--- config.mk ---
export PLATFORM = sky130hd
export DESIGN_NAME = gray_window_3x3
export DESIGN_NICKNAME = d
export VERILOG_FILES = /design/src/rtl/img_params_pkg.sv /design/src/rtl/gray_line_ram.sv /design/src/rtl/gray_window_3x3.sv
export SDC_FILE = /design/constraint.sdc
export NUM_CORES = 2
export LEC_CHECK = 0
export ABC_AREA = 1
export CORE_ASPECT_RATIO = 0.6
export CORE_MARGIN = 1.5
export CORE_UTILIZATION = 43
export CTS_BUF_LIST = sky130_fd_sc_hd__clkbuf_2
export DETAILED_ROUTE_END_ITERATION = 12
export GPL_TIMING_DRIVEN = 1
export HOLD_SLACK_MARGIN = 0.06
export PLACE_DENSITY_LB_ADDON = 0.08
export SLEW_MARGIN = 30
export SYNTH_ARGS = -nofsm -noshare
export SYNTH_HDL_FRONTEND = slang
export SYNTH_SLANG_ARGS = --single-unit
--- constraint.sdc ---
create_clock -name clk -period 8.7 [get_ports clk]
set_input_delay 1.74 -clock clk [delete_from_list [all_inputs] [get_ports clk]]
set_output_delay 1.74 -clock clk [all_outputs]
set_load 0.01 [all_outputs]
--- src/rtl/img_params_pkg.sv ---
// Shared image parameters for the gray raster pipeline.
//   - default frame geometry and pixel width
//   - window FSM state encoding
//   - window element indexing (k = 3*row + col, centre k = 4)
//   - clamp_sel: picks the in-image neighbour row/col used by edge replication
//     (only referenced when GRAY_WINDOW_BORDER_REPLICATE_EN is defined)
package img_params_pkg;

  localparam int IMG_WIDTH_DEF  = 220;
  localparam int IMG_HEIGHT_DEF = 220;
  localparam int DATA_WIDTH_DEF = 8;

  localparam int WIN_ELEMS  = 9;
  localparam int WIN_CENTRE = 4;

  typedef enum logic [2:0] {
    ST_IDLE   = 3'd0,
    ST_ACTIVE = 3'd1,
    ST_EOL    = 3'd2,
    ST_FLUSH  = 3'd3,
    ST_DONE   = 3'd4
  } gw_state_e;

  // Window row/col index 0..2; an outside-image edge is redirected to the
  // centre row/col, which is always inside the image (W,H >= 2).
  function automatic logic [1:0] clamp_sel(input int idx, input logic lo_pad,
                                           input logic hi_pad);
    if ((idx == 0 && lo_pad) || (idx == 2 && hi_pad)) return 2'd1;
    return 2'(idx);
  endfunction

endpackage

--- src/rtl/gray_line_ram.sv ---
// One line of pixels. Single clock, registered read; on a same-address
// read and write the read returns the old contents.
// Ports: clk; we/waddr/wdata write port; raddr read address; rdata read data
// (valid the cycle after raddr is presented). Contents are never cleared.
module gray_line_ram #(
  parameter int DEPTH = 220,
  parameter int DW    = 8,
  parameter int AW    = $clog2(DEPTH)
) (
  input  logic          clk,
  input  logic          we,
  input  logic [AW-1:0] waddr,
  input  logic [DW-1:0] wdata,
  input  logic [AW-1:0] raddr,
  output logic [DW-1:0] rdata
);

  logic [DW-1:0] mem [DEPTH];
  logic [DW-1:0] rdata_q;

  always_ff @(posedge clk) begin
    if (we) mem[waddr] <= wdata;
    rdata_q <= mem[raddr];
  end

  assign rdata = rdata_q;

endmodule

--- src/rtl/gray_window_3x3.sv ---
// 3x3 neighbourhood generator for an 8-bit grayscale raster stream.
// Two line RAMs hold the previous two rows; a 3x3 register window shifts one
// column per accepted pixel, per end-of-line cycle and per flush cycle.
// One window per pixel position is emitted in raster order of its centre.
// Ports:
//   clk, rstn              clock, async active-low reset
//   start                  arms a frame (IDLE only)
//   in_valid/in_data/in_ready   pixel input handshake
//   win_valid/win_data     window out, element k=3*i+j at [DW*k +: DW]
//   out_row/out_col        centre coordinates of the window
//   busy, done             frame in progress / one-cycle completion pulse
// Option: GRAY_WINDOW_BORDER_REPLICATE_EN selects edge-clamp padding instead
// of zero padding; timing is identical.
module gray_window_3x3
  import img_params_pkg::*;
#(
  parameter int IMG_WIDTH  = IMG_WIDTH_DEF,
  parameter int IMG_HEIGHT = IMG_HEIGHT_DEF,
  parameter int DATA_WIDTH = DATA_WIDTH_DEF
) (
  input  logic                              clk,
  input  logic                              rstn,
  input  logic                              start,
  input  logic                              in_valid,
  input  logic [DATA_WIDTH-1:0]             in_data,
  output logic                              in_ready,
  output logic                              win_valid,
  output logic [9*DATA_WIDTH-1:0]           win_data,
  output logic [$clog2(IMG_HEIGHT)-1:0]     out_row,
  output logic [$clog2(IMG_WIDTH)-1:0]      out_col,
  output logic                              busy,
  output logic                              done
);

  localparam int DW = DATA_WIDTH;
  localparam int AW = $clog2(IMG_WIDTH);
  localparam int RW = $clog2(IMG_HEIGHT);
  // col counter must reach IMG_WIDTH during flush
  localparam int CW = $clog2(IMG_WIDTH + 1);

  gw_state_e                    state_q, state_d;
  logic [CW-1:0]                col_q, col_d;
  logic [RW-1:0]                row_q, row_d;
  logic [WIN_ELEMS-1:0][DW-1:0] win_q, win_d;
  logic                         win_valid_q, win_valid_d;
  logic [WIN_ELEMS-1:0][DW-1:0] win_data_q, win_data_d;
  logic [RW-1:0]                out_row_q, out_row_d;
  logic [AW-1:0]                out_col_q, out_col_d;
  logic                         busy_q, busy_d;
  logic                         done_q, done_d;
  logic                         in_ready_q, in_ready_d;

  logic                         accept;
  logic [DW-1:0]                line0_rd, line1_rd;
  logic [AW-1:0]                raddr;
  logic                         shift_en;
  logic [WIN_ELEMS-1:0][DW-1:0] win_sh, win_pad;
  logic                         emit;
  logic [RW-1:0]                ctr_row;
  logic [AW-1:0]                ctr_col;
  logic                         pt, pb, pl, pr;

  assign accept = in_valid && in_ready_q;

  // Read address runs one step ahead (col_d) so the RAM output already holds
  // column col_q when that column is consumed. Writes never hit the address
  // being read, since the column advances on every write.
  assign raddr = (col_d < CW'(IMG_WIDTH)) ? AW'(col_d) : '0;

  // line0 <= new pixel, line1 <= the row line0 held before
  gray_line_ram #(.DEPTH(IMG_WIDTH), .DW(DW), .AW(AW)) u_line0 (
    .clk   (clk),
    .we    (accept),
    .waddr (AW'(col_q)),
    .wdata (in_data),
    .raddr (raddr),
    .rdata (line0_rd)
  );

  gray_line_ram #(.DEPTH(IMG_WIDTH), .DW(DW), .AW(AW)) u_line1 (
    .clk   (clk),
    .we    (accept),
    .waddr (AW'(col_q)),
    .wdata (line0_rd),
    .raddr (raddr),
    .rdata (line1_rd)
  );

  // EOL and FLUSH shift too; whatever enters there sits in a padded column.
  assign shift_en = accept || (state_q == ST_EOL) || (state_q == ST_FLUSH);

  always_comb begin
    for (int i = 0; i < 3; i++) begin
      win_sh[3*i]   = win_q[3*i+1];
      win_sh[3*i+1] = win_q[3*i+2];
    end
    win_sh[2] = line1_rd;
    win_sh[5] = line0_rd;
    win_sh[8] = in_data;
  end

  // Which window leaves this cycle and where its centre is
  always_comb begin
    emit    = 1'b0;
    ctr_row = '0;
    ctr_col = '0;
    case (state_q)
      ST_ACTIVE: begin
        emit    = accept && (row_q != '0) && (col_q != '0);
        ctr_row = row_q - RW'(1);
        ctr_col = AW'(col_q - CW'(1));
      end
      ST_EOL: begin
        emit    = (row_q != '0);
        ctr_row = row_q - RW'(1);
        ctr_col = AW'(IMG_WIDTH - 1);
      end
      ST_FLUSH: begin
        emit    = 1'b1;
        ctr_row = RW'(IMG_HEIGHT - 1);
        ctr_col = AW'(col_q - CW'(1));
      end
      default: ;
    endcase
  end

  assign pt = (ctr_row == '0);
  assign pb = (ctr_row == RW'(IMG_HEIGHT - 1));
  assign pl = (ctr_col == '0);
  assign pr = (ctr_col == AW'(IMG_WIDTH - 1));

  for (genvar gi = 0; gi < 3; gi++) begin : g_r
    for (genvar gj = 0; gj < 3; gj++) begin : g_c
      localparam int K = 3*gi + gj;
`ifdef GRAY_WINDOW_BORDER_REPLICATE_EN
      logic [1:0] si, sj;
      assign si = clamp_sel(gi, pt, pb);
      assign sj = clamp_sel(gj, pl, pr);
      assign win_pad[K] = win_sh[4'(si)*4'd3 + 4'(sj)];
`else
      logic kill;
      assign kill = (gi == 0 && pt) || (gi == 2 && pb) ||
                    (gj == 0 && pl) || (gj == 2 && pr);
      assign win_pad[K] = kill ? '0 : win_sh[K];
`endif
    end
  end

  always_comb begin
    state_d = state_q;
    col_d   = col_q;
    row_d   = row_q;
    busy_d  = busy_q;
    done_d  = 1'b0;
    case (state_q)
      ST_IDLE: begin
        if (start) begin
          state_d = ST_ACTIVE;
          busy_d  = 1'b1;
          col_d   = '0;
          row_d   = '0;
        end
      end
      ST_ACTIVE: begin
        if (accept) begin
          if (col_q == CW'(IMG_WIDTH - 1)) begin
            col_d   = '0;
            state_d = ST_EOL;
          end else begin
            col_d = col_q + CW'(1);
          end
        end
      end
      ST_EOL: begin
        if (row_q == RW'(IMG_HEIGHT - 1)) begin
          // column 0 was shifted in this cycle, prefetch column 1
          state_d = ST_FLUSH;
          col_d   = CW'(1);
        end else begin
          state_d = ST_ACTIVE;
          row_d   = row_q + RW'(1);
        end
      end
      ST_FLUSH: begin
        if (col_q == CW'(IMG_WIDTH)) begin
          state_d = ST_DONE;
          col_d   = '0;
        end else begin
          col_d = col_q + CW'(1);
        end
      end
      ST_DONE: begin
        state_d = ST_IDLE;
        busy_d  = 1'b0;
        done_d  = 1'b1;
        col_d   = '0;
        row_d   = '0;
      end
      default: state_d = ST_IDLE;
    endcase

    in_ready_d  = (state_d == ST_ACTIVE);
    win_d       = shift_en ? win_sh : win_q;
    win_valid_d = emit;
    win_data_d  = emit ? win_pad : win_data_q;
    out_row_d   = emit ? ctr_row : out_row_q;
    out_col_d   = emit ? ctr_col : out_col_q;
  end

  always_ff @(posedge clk or negedge rstn) begin
    if (!rstn) begin
      state_q     <= ST_IDLE;
      col_q       <= '0;
      row_q       <= '0;
      win_q       <= '0;
      win_valid_q <= 1'b0;
      win_data_q  <= '0;
      out_row_q   <= '0;
      out_col_q   <= '0;
      busy_q      <= 1'b0;
      done_q      <= 1'b0;
      in_ready_q  <= 1'b0;
    end else begin
      state_q     <= state_d;
      col_q       <= col_d;
      row_q       <= row_d;
      win_q       <= win_d;
      win_valid_q <= win_valid_d;
      win_data_q  <= win_data_d;
      out_row_q   <= out_row_d;
      out_col_q   <= out_col_d;
      busy_q      <= busy_d;
      done_q      <= done_d;
      in_ready_q  <= in_ready_d;
    end
  end

  assign in_ready  = in_ready_q;
  assign win_valid = win_valid_q;
  assign win_data  = win_data_q;
  assign out_row   = out_row_q;
  assign out_col   = out_col_q;
  assign busy      = busy_q;
  assign done      = done_q;

endmodule

* Word-level counts from Yosys, hierarchy flattened *
Memories as Yosys holds them, arrays and structs flattened. A register that Yosys moved wholly into a read port is not among the register bits.
Index checks and enable logic that the tools add are counted.

storage, ports and cells
  bits in registers = 159
  memory bits (writable) = 3,520
  input port bits = 12
  output and inout port bits = 92
  word-level logic and storage cells = 95
  memories kept = 2

operators by class
  add/sub/neg operators = 4
  order comparisons = 1
  equality and inequality tests = 12
  mux-type cells = 32
  reductions and logical operators = 20

memories
  name         words  width  rd ports  clocked after memory_dff  write ports  RTL line             source
  u_line0.mem  220    8      1         1                         1            gray_line_ram.sv:18  logic [DW-1:0] mem [DEPTH];
  u_line1.mem  220    8      1         1                         1            gray_line_ram.sv:18

operators by type and width
  cell                                                 number
  two-way mux 8 bit                                    16
  equality test 8 bit, second input constant           5
  one-hot mux 8 bit (5 select lines)                   1
  one-hot mux 8 bit (2 select lines)                   2
  one-hot mux 8 bit (3 select lines)                   1
  adder 8 x 1 -> 8 bit, second input constant          2
  logical NOT 8 bit                                    2
  nonzero test 8 bit                                   2
  subtractor 8 x 1 -> 8 bit, second input constant     2
  two-way mux 3 bit                                    4
  one-hot mux 3 bit (4 select lines)                   1
  < comparator 8 bit, second input constant            1
  equality test 3 x 1 -> 1 bit, second input constant  2
  equality test 3 x 2 -> 1 bit, second input constant  2
  logical OR 1 bit                                     6
  two-way mux 1 bit                                    4
  != test 2 bit, second input constant                 2
  OR reduction 2 bit                                   2
  equality test 3 bit, second input constant           1
  logical AND 1 bit                                    3
  logical NOT 3 bit                                    1
  one-hot mux 1 bit (3 select lines)                   1
  AND reduction 3 bit                                  1
  nonzero test 3 bit                                   1
  other kinds (4)                                      4

* Logic depth before layout (Yosys ltp) *
  word-level depth = 6
  mapped depth = 26

* Modules after synthesis *
From an unflattened synthesis, not the netlist that was laid out.

second synthesis, totals
  cell total of the unflattened synthesis = 13,034
  area, all modules = 151,332.6 µm²

modules (own cells, without submodules)
  module           times used  cells each  area each (µm²)  seq. area each (µm²)
  gray_line_ram    2           6,074       71,916.5         53,010.8
  gray_window_3x3  1           886         7,499.7          3,978.8

* Worst setup path after synthesis *
OpenSTA, ideal clock, no wires.

  path type = input -> register
  from = input port in_valid
  to = register u_line0.rdata_q[4], in the netlist u_line0.rdata[4], read port of u_line0.mem
  arrival time = 3.851 ns
  required time = 8.586 ns
  slack = 4.735 ns
  stages = 20
  path buffers = 4
  path through = nand2_1 -> buf_2 -> nand2_1 -> nand2_1 -> nand2_1 -> nand3_4 -> nand3_1 -> nand2_1 -> nand3_4 -> nand2_2 -> buf_4 -> buf_2 -> clkbuf_1 -> nand3_1 -> nand3_1 -> nand3_1 -> nand3_1 -> nand3_1 -> nand3_1 -> nand2_1

between the ends
  cells in the longest elaborated chain, start to end = 5

ends and longest elaborated chain
  what                                  RTL line                source
  start: declaration                    gray_window_3x3.sv:24   input logic in_valid,
  logical AND 1 bit *                   gray_window_3x3.sv:63   assign accept = in_valid && in_ready_q;
  two-way mux 8 bit *                   gray_window_3x3.sv:165  if (accept) begin
  one-hot mux 8 bit (5 select lines) *  gray_window_3x3.sv:155  case (state_q)
  < comparator 8 bit                    gray_window_3x3.sv:68   assign raddr = (col_d < CW'(IMG_WIDTH)) ? AW'(col_d) : '0;
  two-way mux 8 bit *                   gray_window_3x3.sv:68
  end: declaration                      gray_line_ram.sv:19     logic [DW-1:0] rdata_q;

Mark *: on every way between the ends. The rest lies on a longest branch, timed or not.
A chain may end at the register's enable or synchronous reset.

* Final worst setup path *
  from = register col_q[0]
  to = register u_line0.rdata_q[3], in the netlist u_line0.rdata[3], read port of u_line0.mem

between the ends
  cells in the longest elaborated chain, start to end = 6
  elaborated cells between the ends (all ways) = 11

ends and longest elaborated chain
  what                                                         RTL line                                                                source
  start: declaration                                           gray_window_3x3.sv:42                                                   logic [CW-1:0] col_q, col_d;
  start signal: assignment                                     gray_window_3x3.sv:225                                                  col_q <= col_d;
  adder 8 x 1 -> 8 bit or equality test 8 bit (tied branches)  gray_window_3x3.sv:170, gray_window_3x3.sv:189, gray_window_3x3.sv:166
  two-way mux 8 bit                                            gray_window_3x3.sv:166                                                  if (col_q == CW'(IMG_WIDTH - 1)) begin
  two-way mux 8 bit                                            gray_window_3x3.sv:165
  one-hot mux 8 bit (5 select lines) *                         gray_window_3x3.sv:155
  via col_d[4]                                                 gray_window_3x3.sv:42
  < comparator 8 bit                                           gray_window_3x3.sv:68
  two-way mux 8 bit *                                          gray_window_3x3.sv:68

The timed path passes the listed nets; every way through them passes the cells marked *.

==> flow_summary_export.csv <==
group,metric,value,unit
yosys,syn_nets,14201,
timing,maxSlewHeadroom,27.8,%
setup_path,crit_fanout,98,
placed_design,port_buffers,103,
power,ir_drop,0.000488,V
yosys,synth-edff-count,3520,
timing,rsz0062_at_grt,"no",
power,p_per_area,412,nW/um2
grt,globalRouteOverflowTotal,0,
route,drc,0,
timing,fin_ws,2160,ps
yosys,synth_area_leaders,"edfxtp_1, nand3_1, nand2_1",
setup_path,path_class,"reg2reg",
timing,hold_violations,0,
placed_design,finalWeightedCongestion,0.854,
timing,fin_setup_tns,0,ps
yosys,synth_top_area_cell,"edfxtp_1",
grt,grt_usage,28.2,%
grt,grt_pass1_wl,770000,um
finish,final_common_cell,"edfxtp_1",
route,ant_nets,0,
run,maxCapViolCount,0,
route,viasPerCell,5.57,
timing,drv_slew,0,
placed_design,place_inst,18644,
route,drt_first_pass_iters,7,
grt,antenna_found_initial,46,
setup_path,crit_path_start_kind,"register",
timing,period_share,75.2,%
yosys,seq_area_frac_synth,69.4,%
timing,worst_pin_slew,1080,ps
yosys,synthArstFlopShare,4.30,%
floorplan,dieArea,372000,um2
clocking,worstSkewPairLatency,2090,ps
floorplan,dieHeight,473,um
grt,grt_pass1_vias,106683,
setup_path,crit_required,10650,ps
clocking,htree_levels,6,
clocking,ctsRootBufferMaster,"clkbuf_2",
finish,area_delta_synth_final,9.56,%
yosys,ys.flop_type,"edfxtp_1",
grt,grt_max_degree,202,
status,status,"finished clean",
floorplan,die_w,787,um
floorplan,initial_core_util,43.2,%
route,vias,112236,
route,post_drt_wl_per_cell,26.7,um
clocking,cts_buffer_depth,4,
clocking,cts.clk_slew.worst_paths,120,ps
placed_design,pre_cts_ws,903,ps
finish,fin_cells,20155,
power,p_leak,68.0,nW
finish,final_cell_mix,"edfxtp_1, nand3_1, nand2_1, inv_1, clkbuf_2",
yosys,synth-seq-cells,3695,
worst_hold_path,min_path_type,"in2reg",
timing,period_minus_slack,6540,ps
clocking,cts_sinks,3695,
clocking,cts_tree,"yes",
timing,max_freq,0.153,GHz
clocking,postCtsSetupBuffers,0,
yosys,netlist_area,158000,um2
clocking,cts_buffers,856,
placed_design,hpwl,303000,um
route,drt_iter0_drc,14360,
yosys,synthCells,14181,
yosys,synth_top_area_share,66.7,%
finish,drive_gt1_share,12.7,%
setup_path,cp-end-kind,"register",
finish,fin_nets,14662,
floorplan,io_pins,104,
timing,skew,247,ps
yosys,synth_area_per_cell,11.2,um2
setup_path,worstPathArrival,8490,ps
yosys,yosys_warnings,0,
route,finalWirelength,538000,um
floorplan,fp-row-count,172,
timing,finalSetupViolCount,0,
yosys,yosys.cell_types.count,47,
floorplan,core_area,366000,um2
-- critical path: stages, from the launching register on --
cell and delay [ps]:
dfrtp_1 480, inv_1 260, ha_1 250, inv_1 70, nor2_1 170, nand2_1 130, nand4_1 120, nand4_1 290
nand3_1 150, nand2_1 100, nand3_4 270, nand2_8 470, inv_8 760, buf_12 460, nand2_1 120, nand3_1 100
nand3_1 100, nand3_1 230, nand3_1 240, nand3_1 300, nand3_1 590, nand2_1 430, nand2_1 90
-- final timing paths --
| check | startpoint | cells past startpoint | end | slack (ps) |
|---|---|---|---|---|
| max | col_q[0] | 22 | u_line0.rdata[3] | 2160 |
| min | start | 3 | busy | 320 |
| max reg2reg | col_q[0] | 22 | u_line0.rdata[3] | 2160 |
| min reg2reg | win_q[21] | 2 | win_q[13] | 490 |
| max in group asynchronous | rstn | 3 | win_data[37] | 7140 |
| min in group asynchronous | rstn | 2 | col_q[5] | 330 |
-- metrics by stage --
step	instance area, um2	utilization, %	power (mW)	hold slack, ps
after floorplan	158000	-	43.4	437
after detailed placement	166000	45.3	60.0	468
after global placement	166000	45.2	59.8	467
final	174000	47.4	71.5	323
after global routing	174000	47.4	75.1	237
after CTS	173000	47.3	71.1	65.2
-- routing by layer --
| metal | part of all wire, % | vias to the layer above | global-route usage [%] |
|---|---|---|---|
| met4 | 2.5 | 14 | 7.58 |
| met1 | 45 | 55685 | 43.0 |
| met5 | 0.019 | - | 0 |
| met2 | 42 | 5544 | 39.9 |
| met3 | 10 | 805 | 7.26 |
| li1 | - | 50188 | - |
-- final cells by class --
class / count / area (um2)
antenna: 16 / 40.0
clock buffer: 1256 / 6290
clock inverter: 227 / 1120
fill: 33846 / 193000
inverter: 1723 / 6510
multi-input combinational: 7821 / 38200
sequential: 3695 / 110000
tap: 4872 / 6100
timing repair buffer: 545 / 5400
-- where the power goes --
group	switching, mW	total (mW)	internal [mW]
logic	28.8	38.1	9.33
registers	0.737	22.1	21.4
clock network	7.17	11.2	4.04
-- sequential cells by signal, indices dropped and copies added, names as in the netlist --
| register | count |
|---|---|
| u_line1.mem | 1760 |
| row_q | 8 |
| u_line0.rdata | 8 |
| done | 1 |
| win_pad | 8 |
| out_row | 8 |
| col_q | 8 |
| busy | 1 |
| in_ready | 1 |
| win_q | 40 |
| win_valid | 1 |
| state_q | 3 |
| win_data | 72 |
| out_col | 8 |
| u_line0.mem | 1760 |
| u_line1.rdata | 8 |
-- logic make-up after synthesis --
logic type,synth area share (%)
AND/OR/NAND/NOR,21.1
flip-flops,69.4
buffers and inverters,6.78
AO/OA/AOI/OAI,2.63
adder cells (fa/ha/maj),0.0632
multiplexers,0.0355
XOR/XNOR,0.0111
-- timing repair --
| item | in CTS | in global routing |
|---|---|---|
| hold buffers | 9 | 0 |
| gates resized for setup | 0 | 0 |
| hold endpoints to repair | 279 | 0 |
-- cell usage after synthesis (32+ instances only) --
| library cell | n |
|---|---|
| a21oi_1 | 73 |
| buf_1 | 89 |
| buf_2 | 492 |
| clkbuf_1 | 332 |
| dfrtp_1 | 159 |
| edfxtp_1 | 3520 |
| inv_1 | 1709 |
| nand2_1 | 2865 |
| nand3_1 | 3028 |
| nand3b_1 | 653 |
| nor2_1 | 476 |
| o2111ai_1 | 32 |
| o211ai_1 | 220 |
| o21ai_0 | 217 |
| o22ai_1 | 61 |
| or2_2 | 79 |
Note: power is estimated with default switching activity, not from simulation.
